===== src/rtl/toaplan2_pcm_arbiter.sv =====
// Shares one PCM sample ROM between two OKI requesters, each fronted by a one-entry byte cache.
// Grant to fill is SETTLE+2 cycles; a requester's OK stays low while it waits, and WAIT has no timeout.
module toaplan2_pcm_arbiter #(
  parameter int AW     = 18,
  parameter int BW     = 2,
  parameter int SETTLE = 1
) (
  input  logic             CLK96,
  input  logic             RESET96_N,
  input  logic [AW-1:0]    A_ADDR,
  input  logic [AW-1:0]    B_ADDR,
  input  logic [BW-1:0]    A_BANK,
  input  logic [BW-1:0]    B_BANK,
  output logic [7:0]       A_DOUT,
  output logic [7:0]       B_DOUT,
  output logic             A_OK,
  output logic             B_OK,
  output logic             PCM_CS,
  output logic [AW+BW-1:0] PCM_ADDR,
  input  logic [7:0]       PCM_DOUT,
  input  logic             PCM_OK
);

  localparam int TW = AW + BW;
  localparam int CW = 2;

  typedef enum logic [1:0] {
    ST_IDLE  = 2'd0,
    ST_ISSUE = 2'd1,
    ST_WAIT  = 2'd2
  } state_t;

  state_t        state;
  state_t        state_nxt;
  logic [CW-1:0] settle_cnt;
  logic          gnt_b;
  logic          last_b;

  logic          a_vld;
  logic [TW-1:0] a_tag;
  logic [7:0]    a_dat;
  logic          b_vld;
  logic [TW-1:0] b_tag;
  logic [7:0]    b_dat;

  logic [TW-1:0] a_key;
  logic [TW-1:0] b_key;
  logic          pend_a;
  logic          pend_b;
  logic          grant;
  logic          grant_b;
  logic          issue_done;
  logic          fill;

  assign a_key  = {A_BANK, A_ADDR};
  assign b_key  = {B_BANK, B_ADDR};
  assign A_OK   = a_vld && (a_tag == a_key);
  assign B_OK   = b_vld && (b_tag == b_key);
  assign A_DOUT = a_dat;
  assign B_DOUT = b_dat;
  assign pend_a = !A_OK;
  assign pend_b = !B_OK;

  // Both pending: the loser of the previous contest wins this one.
  assign grant      = (state == ST_IDLE) && (pend_a || pend_b);
  assign grant_b    = pend_b && (!pend_a || !last_b);
  assign issue_done = (settle_cnt == CW'(SETTLE - 1));
  assign fill       = (state == ST_WAIT) && PCM_OK;

  always_ff @(posedge CLK96 or negedge RESET96_N) begin
    if (!RESET96_N) begin
      state <= ST_IDLE;
    end else begin
      state <= state_nxt;
    end
  end

  always_comb begin
    state_nxt = state;
    case (state)
      ST_IDLE:  if (grant)      state_nxt = ST_ISSUE;
      ST_ISSUE: if (issue_done) state_nxt = ST_WAIT;
      ST_WAIT:  if (PCM_OK)     state_nxt = ST_IDLE;
      default:                  state_nxt = ST_IDLE;
    endcase
  end

  always_comb begin
    PCM_CS = 1'b0;
    if (state != ST_IDLE) PCM_CS = 1'b1;
  end

  always_ff @(posedge CLK96 or negedge RESET96_N) begin
    if (!RESET96_N) begin
      PCM_ADDR   <= '0;
      gnt_b      <= 1'b0;
      last_b     <= 1'b1;
      settle_cnt <= '0;
      a_vld      <= 1'b0;
      a_tag      <= '0;
      a_dat      <= '0;
      b_vld      <= 1'b0;
      b_tag      <= '0;
      b_dat      <= '0;
    end else begin
      if (grant) begin
        PCM_ADDR <= grant_b ? b_key : a_key;
        gnt_b    <= grant_b;
        // The pointer only moves on a contested grant, so a lone request does not cost the other its turn.
        if (pend_a && pend_b) last_b <= grant_b;
      end
      if (state == ST_ISSUE) begin
        settle_cnt <= issue_done ? '0 : settle_cnt + 1'b1;
      end
      // The fill uses the latched tag; a requester that moved on simply misses and re-pends.
      if (fill) begin
        if (gnt_b) begin
          b_vld <= 1'b1;
          b_tag <= PCM_ADDR;
          b_dat <= PCM_DOUT;
        end else begin
          a_vld <= 1'b1;
          a_tag <= PCM_ADDR;
          a_dat <= PCM_DOUT;
        end
      end
    end
  end

endmodule


===== config.mk =====
export PLATFORM = sky130hd
export DESIGN_NAME = toaplan2_pcm_arbiter
export DESIGN_NICKNAME = d
export VERILOG_FILES = /design/src/rtl/toaplan2_pcm_arbiter.sv
export SDC_FILE = /design/constraint.sdc
export NUM_CORES = 1
export LEC_CHECK = 0
export ABC_AREA = 1
export CELL_PAD_IN_SITES_DETAIL_PLACEMENT = 0
export CELL_PAD_IN_SITES_GLOBAL_PLACEMENT = 1
export CORE_AREA = 2 2 125 127
export CTS_CLUSTER_DIAMETER = 100
export DETAILED_ROUTE_END_ITERATION = 16
export DIE_AREA = 0 0 127 129
export PLACE_DENSITY = 0.75
export SLEW_MARGIN = 20
export SYNTH_ARGS = -nofsm -noshare
export SYNTH_HDL_FRONTEND = slang
export SYNTH_SLANG_ARGS = --single-unit

===== constraint.sdc =====
create_clock -name CLK96 -period 1.8 [get_ports CLK96]
set_clock_uncertainty 0.2 [all_clocks]
set_input_delay 0.18 -clock CLK96 [delete_from_list [all_inputs] [get_ports CLK96]]
set_output_delay 0.18 -clock CLK96 [all_outputs]
set_load 0.05 [all_outputs]

==> results.json, run 1 <==
{
  "setup_viol": 24,
  "yosys.area_share.simple": 0.310,
  "io_pins": 90,
  "synth_compound_area_frac": 0.0777,
  "r2r_slack_ns": -0.16,
  "wl_um": 13200,
  "worstPathRequired_ns": 1.42,
  "fin_tns_setup_ns": -3.23,
  "clock_latency_ns": 0.34,
  "peakVddDrop_mv": 0.880,
  "fp.dieH_um": 129,
  "synthAdderAreaFrac": 0.00565,
  "rsz0062_at_grt": "yes",
  "fp.dieW_um": 127,
  "cts-root-buf": "clkbuf_16",
  "overflow": 0,
  "synth_top_family_by_area": "simple AND/OR/NAND/NOR gates",
  "synth_ff_type": "dfrtp_1",
  "clock_sinks": 84,
  "grt.total_usage": 0.172,
  "hpwl_um": 9640,
  "final-instance-count-excl-fill": 962,
  "startpoint_type": "register",
  "n_antenna_cell": 0,
  "synth_largest_area_cell": "dfrtp_1",
  "timing.slew.headroom": 0.674,
  "die-area_um2": 16400,
  "fin_crit_ns": 2.01,
  "cp-end-kind": "output pin",
  "synth-xor-area-share": 0.00791,
  "synth_mux_area_frac": 0,
  "final_cell_mix": "nand2_1, inv_1, buf_4",
  "powerDensity_nw_per_um2": 1720,
  "grt_max_degree": 85,
  "synth-warning-count": 0,
  "synth_top_area_share": 0.469,
  "drc_errors": 0,
  "coreArea_um2": 15000,
  "cp.arrival_ns": 1.63,
  "viasPerCell": 4.32,
  "cts.path.max_buffers": 2,
  "grt_pass1_vias": 4269,
  "totalPowerFinal_mw": 10.8,
  "leakage_nw": 3.38,
  "slew_viol_final": 0,
  "netlist_area_um2": 4430,
  "clk_pin_slew_ns": 0.06,
  "h-tree-depth": 3,
  "synth.net_count": 685,
  "dr.pass1.iters": 5,
  "fin_nets": 822,
  "grt_pass1_wl_um": 21800,
  "vias": 4159,
  "synthToLayoutAreaGrowth_pct": 41.3,
  "port_buffers": 89,
  "violations": "negative setup slack",
  "synthTopCellsByArea": "dfrtp_1, nand2_1, inv_1",
  "path_max_fanout": 3,
  "start_util": 0.296,
  "synth.yosys.seq_area_share": 0.475,
  "wire_per_inst_um": 13.8,
  "tightestPinTransition_ns": 0.488,
  "synth-edff-count": 0,
  "status": "complete, but fails checks",
  "async_flop_share": 1.00,
  "fin_crit_sh": 1.11,
  "hold_path.class": "primary input to register",
  "layout.cells.most_common": "nand2_1",
  "syn_inst": 632,
  "setup.worst_path.class": "register to output pin",
  "synth.distinct_cells": 23,
  "synth.avg_cell_area_um2": 7.01,
  "hold_viol": 0,
  "maxCapViolCount": 0,
  "ys_seq_elements": 84,
  "row_count": 45,
  "finalWorstSetupSlack_ns": -0.206,
  "drive_gt1_frac": 0.207,
  "cts_tree": "yes",
  "cts_buffers": 9,
  "max_freq_mhz": 498,
  "drt_iter0_drc": 213,
  "grt_antenna_before_repair": 0,
  "finalWeightedCongestion": 0.847,
  "antenna_left": 0,
  "dp_cells": 938
}
## report_power, final
| part | switching, mW | total [mW] | internal, mW |
|---|---|---|---|
| logic | 3.57 | 5.57 | 1.99 |
| clock network | 0.754 | 1.72 | 0.963 |
| registers | 0.708 | 3.48 | 2.77 |
| total | 5.04 | 10.8 | 5.73 |
## layout make-up
class	count	area [um2]
inverters	112	425
multi-input cells	414	1890
repair buffers	148	1340
clock buffers	11	243
flip-flops and latches	84	2100
fillers	1555	8710
clock inverters	5	27.5
well taps	188	235
## cells in the mapped netlist (3+ instances only)
master    instances
a21oi_1           3
buf_2             7
buf_6             4
clkbuf_1          9
dfrtp_1          83
inv_1           108
inv_2             4
nand2_1         249
nand3_1          48
nor2_1           37
o21ai_0          58
o21ai_1           3
xnor2_1           4
## kinds of logic after synthesis
| logic type | count (synthesis) |
|---|---|
| simple gates | 342 |
| xor+xnor | 4 |
| compound gates | 66 |
| fa+ha+maj | 2 |
| buf+inv | 134 |
| flops | 84 |
## worst paths after layout
kind / startpoint / cells past startpoint / endpoint
max: a_tag[6] / 10 / A_OK
min: A_BANK[1] / 6 / PCM_ADDR[19]
max reg2reg: a_tag[15] / 11 / PCM_ADDR[11]
min reg2reg: a_vld / 2 / a_vld
max in group asynchronous: RESET96_N / 3 / last_b
min in group asynchronous: RESET96_N / 3 / PCM_ADDR[13]
## through the flow
step                      area, um2  setup WS [ns]   util  hold slack, ns
after CTS                      6200         -0.263  0.414           0.199
after floorplan                4430          0.134      -          -0.316
after detailed placement       5790         -0.581  0.387          0.0569
after global routing           6260         -0.331  0.418           0.219
final                          6260         -0.206  0.418           0.156
after global placement         5790         -0.532  0.387          0.0508
## registers in the layout, summed over array words and instances, names as in the netlist
register,cells
settle_cnt,2
a_tag,20
a_vld,1
gnt_b,1
state,2
A_DOUT,8
PCM_ADDR,20
B_DOUT,8
b_tag,20
b_vld,1
last_b,1
## timing repair
action,in CTS,in global routing
gates resized for setup,35,20
pin swaps,15,9
endpoints found under the setup margin,24,25
setup buffers,5,1
hold endpoints to repair,83,0
gates cloned,1,0
hold buffers,1,0
## worst max-delay path: stages (launching register included)
cell     delay, ns
dfrtp_1       0.37
inv_1         0.05
nand2_1       0.05
o21ai_1       0.07
nor2_2        0.14
nand2_2       0.07
nor2_2        0.11
nand3_2       0.11
buf_6         0.13
inv_4         0.05
buf_12        0.13
## layer usage
metal | vias up | wire length, um | global-route usage | share of wire
met1 | 1886 | 5820 | 0.212 | 0.44
met5 | - | 0 | 0 | 0
met4 | 0 | 193 | 0.0440 | 0.015
li1 | 2178 | - | - | -
met3 | 10 | 631 | 0.0407 | 0.048
met2 | 85 | 6600 | 0.305 | 0.50
No activity file was read; power rests on OpenSTA's default activity.
==> run 2, diff against run 1 <==
--- a/config.mk
+++ b/config.mk
@@ -8,10 +8,10 @@
 export ABC_AREA = 1
 export CELL_PAD_IN_SITES_DETAIL_PLACEMENT = 0
 export CELL_PAD_IN_SITES_GLOBAL_PLACEMENT = 1
-export CORE_AREA = 2 2 125 127
+export CORE_AREA = 10 10 133 135
 export CTS_CLUSTER_DIAMETER = 100
 export DETAILED_ROUTE_END_ITERATION = 16
-export DIE_AREA = 0 0 127 129
+export DIE_AREA = 0 0 143 145
 export PLACE_DENSITY = 0.75
 export SLEW_MARGIN = 20
 export SYNTH_ARGS = -nofsm -noshare
==> constraint.sdc (replaced) <==
create_clock -name CLK96 -period 1.8 [get_ports CLK96]
set_clock_uncertainty 0.2 [all_clocks]
set_input_delay 0.36 -clock CLK96 [delete_from_list [all_inputs] [get_ports CLK96]]
set_output_delay 0.36 -clock CLK96 [all_outputs]
set_load 0.05 [all_outputs]
==> results.json, run 2 (same netlist as run 1, synthesis figures left out) <==
{
  "status": "complete, but fails checks",
  "violations": "negative setup slack",
  "cp-end-kind": "output pin",
  "slew_viol_final": 0,
  "drc_errors": 0,
  "r2r_start": "a_tag[11]",
  "setup_viol": 24,
  "clock_sinks": 84,
  "wire_per_inst_um": 15.5,
  "clk_pin_slew_ns": 0.06,
  "finalWeightedCongestion": 0.843,
  "worstPathRequired_ns": 1.24,
  "finalWorstSetupSlack_ns": -0.333,
  "layout.cells.most_common": "nand2_1",
  "antenna_left": 0,
  "power_switching_mw": 5.64,
  "cts_buffers": 9,
  "maxCapViolCount": 0,
  "port_buffers": 89,
  "grt_pass1_wl_um": 23700,
  "path_max_fanout": 3,
  "grt_pass1_vias": 4474,
  "dp_cells": 936,
  "fin_util": 0.473,
  "fp.dieW_um": 143,
  "rsz0062_at_grt": "yes",
  "row_count": 45,
  "io_pins": 90,
  "cp.arrival_ns": 1.57,
  "final_cell_area_um2": 7110,
  "totalPowerFinal_mw": 12.9,
  "dpl_cell_area_um2": 6260,
  "n_antenna_cell": 0,
  "timing.slew.headroom": 0.753,
  "viasPerCell": 4.53,
  "die-area_um2": 20700,
  "internal_power_mw": 7.26,
  "synthToLayoutAreaGrowth_pct": 60.6,
  "powerDensity_nw_per_um2": 1810,
  "fin_crit_ns": 2.13,
  "vias": 4430,
  "wl_um": 15200,
  "max_freq_mhz": 469,
  "top_regs": "PCM_ADDR x20, a_tag x20, b_tag x20",
  "hold_path.class": "register to register",
  "drive_gt1_frac": 0.284,
  "fin_nets": 840,
  "p_clk_frac": 0.142,
  "p_comb_frac": 0.569,
  "setup.worst_path.class": "register to output pin",
  "hold_start": "a_vld",
  "startpoint_type": "register",
  "fp.dieH_um": 145,
  "cts.path.max_buffers": 2,
  "sw_frac_of_total": 0.437,
  "final-instance-count-excl-fill": 979,
  "start_util": 0.295,
  "leakage_nw": 3.78,
  "peakVddDrop_mv": 0.822,
  "clock_latency_ns": 0.35,
  "coreArea_um2": 15000,
  "p_seq_frac": 0.289,
  "h-tree-depth": 3,
  "grt_max_degree": 42,
  "overflow": 0,
  "cts_tree": "yes",
  "drt_iter0_drc": 290,
  "grt_antenna_before_repair": 0,
  "final_cell_mix": "nand2_1, inv_1, dfrtp_1",
  "crit_path_start": "b_tag[7]",
  "dr.pass1.iters": 4,
  "cts-root-buf": "clkbuf_16",
  "fin_crit_sh": 1.18,
  "hpwl_um": 10900,
  "hold_viol": 0,
  "grt.total_usage": 0.144,
  "tightestPinTransition_ns": 0.370
}
run 2: cell count changes in the layout (fill, tap and decap cells not counted), moves of 18 or more:
cell,change
clkdlybuf4s50_1,-34
nand2_1,-18
buf_4,-30
buf_12,+39
dlygate4sd2_1,+32
run 2: power by group through the flow:
stage,Clock (mW),Combinational [mW],Sequential (mW)
6_report,1.83,7.34,3.72
5_1_grt,1.96,7.91,3.84
4_1_cts,1.87,6.73,3.71
3_5_place_dp,0,6.40,3.71
3_3_place_gp,0,6.30,3.68
2_1_floorplan,0,2.30,4.64
run 2: final timing paths:
path | slack (ns) | to | cells after the start
min in group asynchronous | 0.27 | PCM_ADDR[18] | 2
hold reg to reg | 0.26 | a_vld | 2
setup reg to reg | -0.32 | gnt_b | 13
hold / removal | 0.26 | a_vld | 2
setup / recovery | -0.33 | B_OK | 9
max in group asynchronous | 0.57 | last_b | 3
run 2: what timing repair did:
| action | in CTS | in global routing |
|---|---|---|
| hold endpoints to repair | 24 | 0 |
| pin swaps | 45 | 28 |
| hold buffers | 1 | 0 |
| endpoints found under the setup margin | 25 | 26 |
| cloned | 3 | 5 |
| buffers inserted | 10 | 11 |
| resized for setup | 91 | 52 |
run 2: layer usage:
layer  wire (um)  vias to the layer above  GRT usage
met3        1010                       33     0.0424
met5           0                        -          0
met1        6240                     2059      0.167
met2        7440                      122      0.232
li1            -                     2216          -
met4         526                        0     0.0805
run 2: through the flow:
step                hold WS [ns]  setup slack (ns)  TNS, ns
detailed placement         0.109            -0.682   -15.80
finish                     0.261            -0.333    -5.69
floorplan                 -0.136            0.0175        0
global route               0.283            -0.424    -8.11
global placement           0.105            -0.690   -16.07
CTS                        0.266            -0.355    -4.52
run 2: critical path: stages (launching register included):
cell,delay (ns)
dfrtp_1,0.39
inv_1,0.07
nand2_2,0.09
nand2_1,0.06
nor2_1,0.08
nand2_1,0.07
nor2_2,0.13
nand3_2,0.13
inv_2,0.09
buf_12,0.13
run 2: final cells by class:
| cell class | instances | area, um2 |
|---|---|---|
| Clock buffer | 14 | 284 |
| Clock inverter | 1 | 5.00 |
| Fill cell | 1453 | 7920 |
| Inverter | 112 | 420 |
| Multi-Input combinational cell | 414 | 2040 |
| Sequential cell | 84 | 2100 |
| Tap cell | 188 | 235 |
| Timing Repair Buffer | 166 | 2030 |
==> run 3, diff against run 2 <==
--- a/config.mk
+++ b/config.mk
@@ -6,6 +6,7 @@
 export NUM_CORES = 1
 export LEC_CHECK = 0
 export ABC_AREA = 1
+export ABC_CLOCK_PERIOD_IN_PS = 1800
 export CELL_PAD_IN_SITES_DETAIL_PLACEMENT = 0
 export CELL_PAD_IN_SITES_GLOBAL_PLACEMENT = 1
 export CORE_AREA = 10 10 133 135
@@ -13,6 +14,7 @@
 export DETAILED_ROUTE_END_ITERATION = 16
 export DIE_AREA = 0 0 143 145
 export PLACE_DENSITY = 0.75
+export SETUP_SLACK_MARGIN = 0.2
 export SLEW_MARGIN = 20
 export SYNTH_ARGS = -nofsm -noshare
 export SYNTH_HDL_FRONTEND = slang
==> results.json, run 3 (same netlist as run 1, synthesis figures left out) <==
{
  "cp-end-kind": "output pin",
  "grt_pass1_wl_um": 23600,
  "viasPerCell": 4.48,
  "finalWorstSetupSlack_ns": -0.409,
  "hpwl_um": 10900,
  "drt_iter0_drc": 259,
  "setup_viol": 25,
  "tightestPinTransition_ns": 0.421,
  "row_count": 45,
  "synthToLayoutAreaGrowth_pct": 63.7,
  "rsz0062_at_grt": "yes",
  "cts_tree": "yes",
  "drive_gt1_frac": 0.302,
  "slew_viol_final": 0,
  "wire_per_inst_um": 14.9,
  "cts-root-buf": "clkbuf_16",
  "dpl_cell_area_um2": 6420,
  "max_freq_mhz": 453,
  "dr.pass1.iters": 5,
  "final_cell_area_um2": 7250,
  "die-area_um2": 20700,
  "top_regs": "PCM_ADDR x20, a_tag x20, b_tag x20",
  "overflow": 0,
  "r2r_slack_ns": -0.35,
  "cts_buffers": 9,
  "fin_crit_sh": 1.23,
  "cts.path.max_buffers": 2,
  "clock_sinks": 84,
  "fp.dieH_um": 145,
  "violations": "negative setup slack",
  "fin_crit_ns": 2.21,
  "finalWeightedCongestion": 0.856,
  "maxCapViolCount": 0,
  "fillers": 1450,
  "max_stage_delay_ns": 0.37,
  "drc_errors": 0,
  "hold_viol": 0,
  "timing.slew.headroom": 0.719,
  "hold_path.class": "primary input to register",
  "status": "complete, but fails checks",
  "clk_pin_slew_ns": 0.06,
  "wl_um": 14900,
  "cp_slowest_cell": "dfrtp_1",
  "vias": 4466,
  "peakVddDrop_mv": 1.16,
  "clock_latency_ns": 0.35,
  "port_buffers": 89,
  "grt_max_degree": 42,
  "io_pins": 90,
  "grt_pass1_vias": 4678,
  "fp.dieW_um": 143,
  "coreArea_um2": 15000,
  "h-tree-depth": 3,
  "worstPathRequired_ns": 1.24,
  "powerDensity_nw_per_um2": 1830,
  "final-instance-count-excl-fill": 996,
  "layout.cells.most_common": "nand2_1",
  "startpoint_type": "register",
  "dp_cells": 955,
  "cp.arrival_ns": 1.65,
  "leakage_nw": 3.83,
  "path_max_fanout": 3,
  "setup.worst_path.class": "register to output pin",
  "grt.total_usage": 0.145,
  "crit_chain": "inv_1 -> nand2_1 -> nand2_2 -> nor2_2 -> nand2_2 -> nor2_2 -> nand3_2 -> buf_6 -> clkinvlp_4 -> buf_12",
  "fin_nets": 855,
  "final_cell_mix": "nand2_1, inv_1, dfrtp_1",
  "start_util": 0.295,
  "grt_antenna_before_repair": 1,
  "antenna_left": 0
}
## run 3: per-layer routing
metal  up-vias  global-route usage  routed length, um
met5         -                   0                  0
met4         0              0.0485                288
met3        17              0.0684               1420
met2       105               0.240               7330
met1      2099               0.158               5840
li1       2245                   -                  -
## run 3: worst paths after layout
path | end | depth (start not counted) | start
hold reg to reg | a_vld | 2 | a_vld
min in group asynchronous | a_tag[18] | 2 | RESET96_N
setup reg to reg | PCM_ADDR[10] | 14 | a_tag[7]
setup / recovery | A_OK | 10 | a_tag[7]
hold / removal | PCM_ADDR[9] | 5 | B_ADDR[9]
max in group asynchronous | PCM_ADDR[5] | 3 | RESET96_N
## run 3: per-stage QoR
step | utilization | TNS [ns] | worst slack, ns | power (mW) | hold WS, ns
after global placement | 0.427 | -16.92 | -0.717 | 10.1 | 0.122
after CTS | 0.464 | -5.56 | -0.450 | 12.9 | 0.271
final | 0.482 | -7.97 | -0.409 | 13.3 | 0.231
after floorplan | - | 0 | 0.114 | 7.02 | -0.136
after detailed placement | 0.427 | -17.25 | -0.719 | 10.2 | 0.127
after global routing | 0.482 | -9.76 | -0.490 | 14.1 | 0.263
## run 3: report_power, final
part | switching (mW) | internal (mW)
clock network | 0.786 | 1.50
registers | 0.928 | 2.77
logic | 3.97 | 3.30
## run 3: critical path: cells and delay by family (launching register included)
| family | cells | cell delay, ns |
|---|---|---|
| AND/OR/NAND/NOR | 6 | 0.55 |
| buffers and inverters | 4 | 0.38 |
| flip-flops | 1 | 0.37 |
## run 3: cell type report
type                            count  area, um2  share of cell area
Antenna cell                        1       2.50            0.000345
Clock buffer                       10        229              0.0316
Clock inverter                      6        136              0.0188
Inverter                          112        435              0.0601
Multi-Input combinational cell    414       2050               0.283
Sequential cell                    84       2100               0.290
Tap cell                          188        235              0.0324
Timing Repair Buffer              181       2060               0.284
## run 3: timing repair
| item | in CTS | in global routing |
|---|---|---|
| gates resized for setup | 81 | 63 |
| setup buffers | 11 | 11 |
| endpoints found under the hold margin | 25 | 0 |
| pin swaps | 47 | 40 |
| hold buffers | 1 | 0 |
| endpoints found under the setup margin | 26 | 49 |
| cloned | 0 | 1 |
